File: src/rtl/decoder38_pkg.sv
// Shared types and sizing for the sequenced 3-to-8 decoder.
package decoder38_pkg;

  localparam int CODE_W       = 3;
  localparam int OUT_W        = 8;
  localparam int CNT_W        = 4;
  localparam int HOLD_DEFAULT = 4;

  // Controller states: idle, holding one captured code, or walking all lines.
  typedef enum logic [1:0] {
    ST_IDLE = 2'd0,
    ST_HOLD = 2'd1,
    ST_SCAN = 2'd2
  } state_t;

endpackage

File: src/rtl/dec38_comb.sv
// Combinational 3-bit binary to 8-bit one-hot decoder with enable.
module dec38_comb
  import decoder38_pkg::*;
(
  input  logic              en_i,
  input  logic [CODE_W-1:0] code_i,
  output logic [OUT_W-1:0]  onehot_o
);

  // Disabled decoder drives all-zero so the output is always 0 or one-hot.
  always_comb begin
    onehot_o = '0;
    if (en_i) begin
      onehot_o[code_i] = 1'b1;
    end
  end

endmodule

File: src/rtl/decoder38_seq.sv
// Sequenced 3-to-8 decoder: holds one decoded line for HOLD cycles, or scans
// all eight lines in order while scan is held. o is registered, so a request
// sampled at one edge shows on o in the following cycle.
module decoder38_seq
  import decoder38_pkg::*;
#(
  parameter int HOLD = HOLD_DEFAULT
)(
  input  logic              clk,
  input  logic              rst_n,
  input  logic              en,
  input  logic [CODE_W-1:0] code,
  input  logic              scan,
  output logic [OUT_W-1:0]  o,
  output logic              busy,
  output logic              done
);

  // The counter counts down from HOLD-1, so a line lasts exactly HOLD cycles.
  localparam logic [CNT_W-1:0]  RELOAD    = CNT_W'(HOLD - 1);
  localparam logic [CODE_W-1:0] LAST_STEP = '1;

  state_t              state_q, state_d;
  logic [CNT_W-1:0]    cnt_q, cnt_d;
  logic [CODE_W-1:0]   step_q, step_d;
  logic [CODE_W-1:0]   code_q, code_d;
  logic                done_q, done_d;
  logic [OUT_W-1:0]    o_q;

  logic                dec_en;
  logic [CODE_W-1:0]   dec_code;
  logic [OUT_W-1:0]    dec_o;

  // Next-state logic; the decoder is fed from next-state values so o lines up
  // with the state it describes once registered.
  always_comb begin
    state_d = state_q;
    cnt_d   = cnt_q;
    step_d  = step_q;
    code_d  = code_q;
    done_d  = 1'b0;
    case (state_q)
      ST_IDLE: begin
        if (scan) begin
          state_d = ST_SCAN;
          step_d  = '0;
          cnt_d   = RELOAD;
        end else if (en) begin
          state_d = ST_HOLD;
          code_d  = code;
          cnt_d   = RELOAD;
        end
      end
      ST_HOLD: begin
        if (cnt_q == '0) begin
          state_d = ST_IDLE;
          done_d  = 1'b1;
        end else begin
          cnt_d = cnt_q - CNT_W'(1);
        end
      end
      ST_SCAN: begin
        if (!scan) begin
          // Abort: back to idle without a completion pulse.
          state_d = ST_IDLE;
        end else if (cnt_q == '0) begin
          if (step_q == LAST_STEP) begin
            state_d = ST_IDLE;
            done_d  = 1'b1;
          end else begin
            step_d = step_q + CODE_W'(1);
            cnt_d  = RELOAD;
          end
        end else begin
          cnt_d = cnt_q - CNT_W'(1);
        end
      end
      default: begin
        state_d = ST_IDLE;
      end
    endcase
    dec_en   = (state_d != ST_IDLE);
    dec_code = (state_d == ST_SCAN) ? step_d : code_d;
  end

  dec38_comb u_dec (
    .en_i     (dec_en),
    .code_i   (dec_code),
    .onehot_o (dec_o)
  );

  // State, counters and registered outputs; reset clears everything at once.
  always_ff @(posedge clk or negedge rst_n) begin
    if (!rst_n) begin
      state_q <= ST_IDLE;
      cnt_q   <= '0;
      step_q  <= '0;
      code_q  <= '0;
      done_q  <= 1'b0;
      o_q     <= '0;
    end else begin
      state_q <= state_d;
      cnt_q   <= cnt_d;
      step_q  <= step_d;
      code_q  <= code_d;
      done_q  <= done_d;
      o_q     <= dec_o;
    end
  end

  assign o    = o_q;
  assign done = done_q;
  assign busy = (state_q != ST_IDLE);

endmodule

File: config.mk
export PLATFORM = sky130hd
export DESIGN_NAME = decoder38_seq
export DESIGN_NICKNAME = d
export VERILOG_FILES = /design/src/rtl/decoder38_pkg.sv /design/src/rtl/dec38_comb.sv /design/src/rtl/decoder38_seq.sv
export SDC_FILE = /design/constraint.sdc
export NUM_CORES = 1
export LEC_CHECK = 0
export BUFFER_PORTS_ARGS = -buffer_cell sky130_fd_sc_hd__buf_2
export CAP_MARGIN = 10
export CORE_UTILIZATION = 25
export DETAILED_ROUTE_END_ITERATION = 16
export HOLD_SLACK_MARGIN = 0.15
export MAX_ROUTING_LAYER = met4
export PLACE_DENSITY_LB_ADDON = 0.1
export REMOVE_ABC_BUFFERS = 1
export SETUP_SLACK_MARGIN = 0.15
export SLEW_MARGIN = 20
export SYNTH_ARGS = -nofsm -noshare
export SYNTH_HDL_FRONTEND = slang
export SYNTH_HIERARCHICAL = 1
export SYNTH_SLANG_ARGS = --single-unit
File: constraint.sdc
create_clock -name clk -period 2.55 [get_ports clk]
set_input_delay 0.255 -clock clk [delete_from_list [all_inputs] [get_ports clk]]
set_output_delay 0.255 -clock clk [all_outputs]
set_load 0.03 [all_outputs]
==> flow_summary.toml <==
[run_status]
status = "finished, final reports clean"

[sta]
period_needed_ns = 2.29
slew_violations = 0
max_slew_margin_pct = 58.9
period_share_pct = 89.9
worst_slew_pin_slew_ns = 0.614
final_hold_viol_count = 0
hold_ws_ns = 0.256
rsz0062_at_grt = "false"
worst_clock_skew_ns = 0.00360
fmax_ghz = 0.436
setup_tns_ns = 0
setup_violations = 0

[grt]
grt_pass1_vias = 943
grt_util_all_layers_pct = 11.7
grt_pass1_wl_mm = 4.55
grt_max_degree = 22
grt_overflow = 0
antenna_found_initial = 0

[clocking]
max-clock-path-buffers = 2
clock_sinks = 21
worstSkewPairLatency_ns = 0.26
cts_htree_levels = 1
cts_tree = "yes"
root_buffer = "clkbuf_8"
cts_made_buffers = 3
cts.clk_slew.worst_paths_ns = 0.08

[cells_and_area]
stdcell_area_sq_um = 1520
drive_gt1_share_pct = 38.0
layout.cells.most_common = "dfrtp_1"
final_cell_mix = "dfrtp_1 (21), buf_2 (16), o21ai_0 (8), a21oi_1 (8), buf_4 (8)"
finalNetCount = 152
multi_input_area_sq_um = 688
seq_area_sq_um = 526
area_delta_synth_final_pct = 24.1
final_core_util_pct = 32.2
antennaDiodeCount = 0
nFillCells = 488

[placement]
dpl.hpwl_mm = 1.98
numPortBuffers = 16
placed_cell_area_sq_um = 1410
place_congestion = 0.763

[critical_path]
cp_slowest_cell = "dfrtp_1"
path_buf_inv = 1
worst_ep_arrival_time_ns = 2.49
crit_chain = "inv_2 > ha_4 > or3b_4 > a22oi_4 > a31oi_4 > mux2i_4 > mux2_4 > and4bb_2"
crit_path_end_kind = "register"
cp_data_required_time_ns = 2.75
crit_family = "simple AND/OR/NAND/NOR gates"
cpPeakStageDelay_ns = 0.41
worst-path-max-fanout = 8
worstSetupPathType = "register to register"
critPathLaunchType = "register"

[pwr]
p_per_area_nw_per_um2 = 1280
leakagePower_uw = 0.000705
vdd_drop_max_v = 0.000303

[synthesis]
async_flop_share_pct = 100
syn-mean-instance-area_sq_um = 11.0
syn_area_sq_um = 1220
synth_edf_count = 0
synth_flop_cell = "dfrtp_1"
syn_inst = 111
ys_ff_latch = 21
synth.distinct_cells = 44
seq_area_frac_synth_pct = 42.9
ys_warn_count = 6

[detailed_routing]
wl_per_cell_microns = 13.4
first_pass_iters = 4
wl_mm = 2.73
drtAntennaViolNets = 0
drt_iter0_drc = 56
routed_via_density = 4.78
drc = 0
vias = 975

[floorplan]
die_area_sq_um = 5180
die_w_microns = 72.0
rows = 25
die_y_microns = 72.0
initial_core_util_pct = 25.9
core_area_sq_um = 4720
ioPinCount = 17

[worst_hold_path]
hp-class = "primary input to register"

[run]
maxCapViolCount = 0
[what timing repair did]
item / in CTS / in global routing
gates resized for setup: 5 / 6
hold buffers: 1 / 0
buffers inserted: 0 / 3
pin swaps: 0 / 2
hold endpoints to repair: 21 / 0
setup endpoints to repair: 8 / 8
[cells in the mapped netlist (2+ instances only)]
master	count	share of area [%]
dfrtp_1	21	43
nor2_1	3	0.92
mux2_1	2	1.8
a21oi_1	9	3.7
and4bb_2	3	3.1
nand2_1	7	2.1
inv_1	7	2.1
and4b_2	3	2.8
mux2_2	3	2.8
nor3_1	5	2.0
a31oi_1	2	1.0
o21ai_0	8	3.3
ha_1	7	7.1
[registers in the layout, indices dropped and copies added (netlist names)]
signal,flops
state_q,2
done,1
step_q,3
code_q,3
o,8
cnt_q,4
[through the flow]
stage                     power (uW)  setup slack [ns]  cells
final                           1940             0.257    204
after CTS                       1870             0.176    201
after global routing            2090             0.151    204
after detailed placement        1600            0.0455    196
after global placement          1600            0.0627    196
after floorplan                 1310             0.239    108
[worst reg2reg max path, cell delays in order (launching register included)]
cell	delay (ns)
dfrtp_1	0.41
inv_2	0.11
ha_4	0.14
or3b_4	0.41
a22oi_4	0.16
a31oi_4	0.07
mux2i_4	0.26
mux2_4	0.37
and4bb_2	0.31
[routing by layer]
layer  GRT usage (%)  routed length (microns)  vias up
met3            2.36                      118        4
met1            15.6                     1270      472
met5               -                        0        -
li1                -                        -      474
met4            3.92                       46        0
met2            17.7                     1300       25
[final cells by class]
class                      count  share of cell area (%)
timing repair buffer          25                    9.88
multi-input combinational     80                    45.3
clock inverter                 1                   0.329
inverter                       7                    1.73
clock buffer                   3                    2.72
tap                           67                    5.51
sequential                    21                    34.6
[worst paths after layout]
check | depth (start not counted) | startpoint | endpoint | slack, ns
setup / recovery | 8 | cnt_q[0]$_DFFE_PN0P_ | o[4]$_DFF_PN0_ | 0.26
hold / removal | 2 | code[1] | code_q[1]$_DFF_PN0_ | 0.26
setup reg to reg | 8 | cnt_q[0]$_DFFE_PN0P_ | o[4]$_DFF_PN0_ | 0.26
hold reg to reg | 1 | code_q[1]$_DFF_PN0_ | code_q[1]$_DFF_PN0_ | 0.51
max in group asynchronous | 2 | rst_n | step_q[1]$_DFF_PN0_ | 1.72
min in group asynchronous | 2 | rst_n | state_q[1]$_DFF_PN0_ | 0.49
[logic make-up after synthesis]
logic type,Yosys count,synth area share [%]
mux,8,8.48
flops,21,42.9
simple gates,31,17.8
fa+ha+maj,7,7.15
buf+inv,10,3.78
compound gates,34,19.9
[power breakdown]
part           switching (uW)  internal [uW]
Sequential               47.2            441
Combinational             702            526
Clock                     114            109
Total                     863           1080
Power figures use the tool's default switching activity.
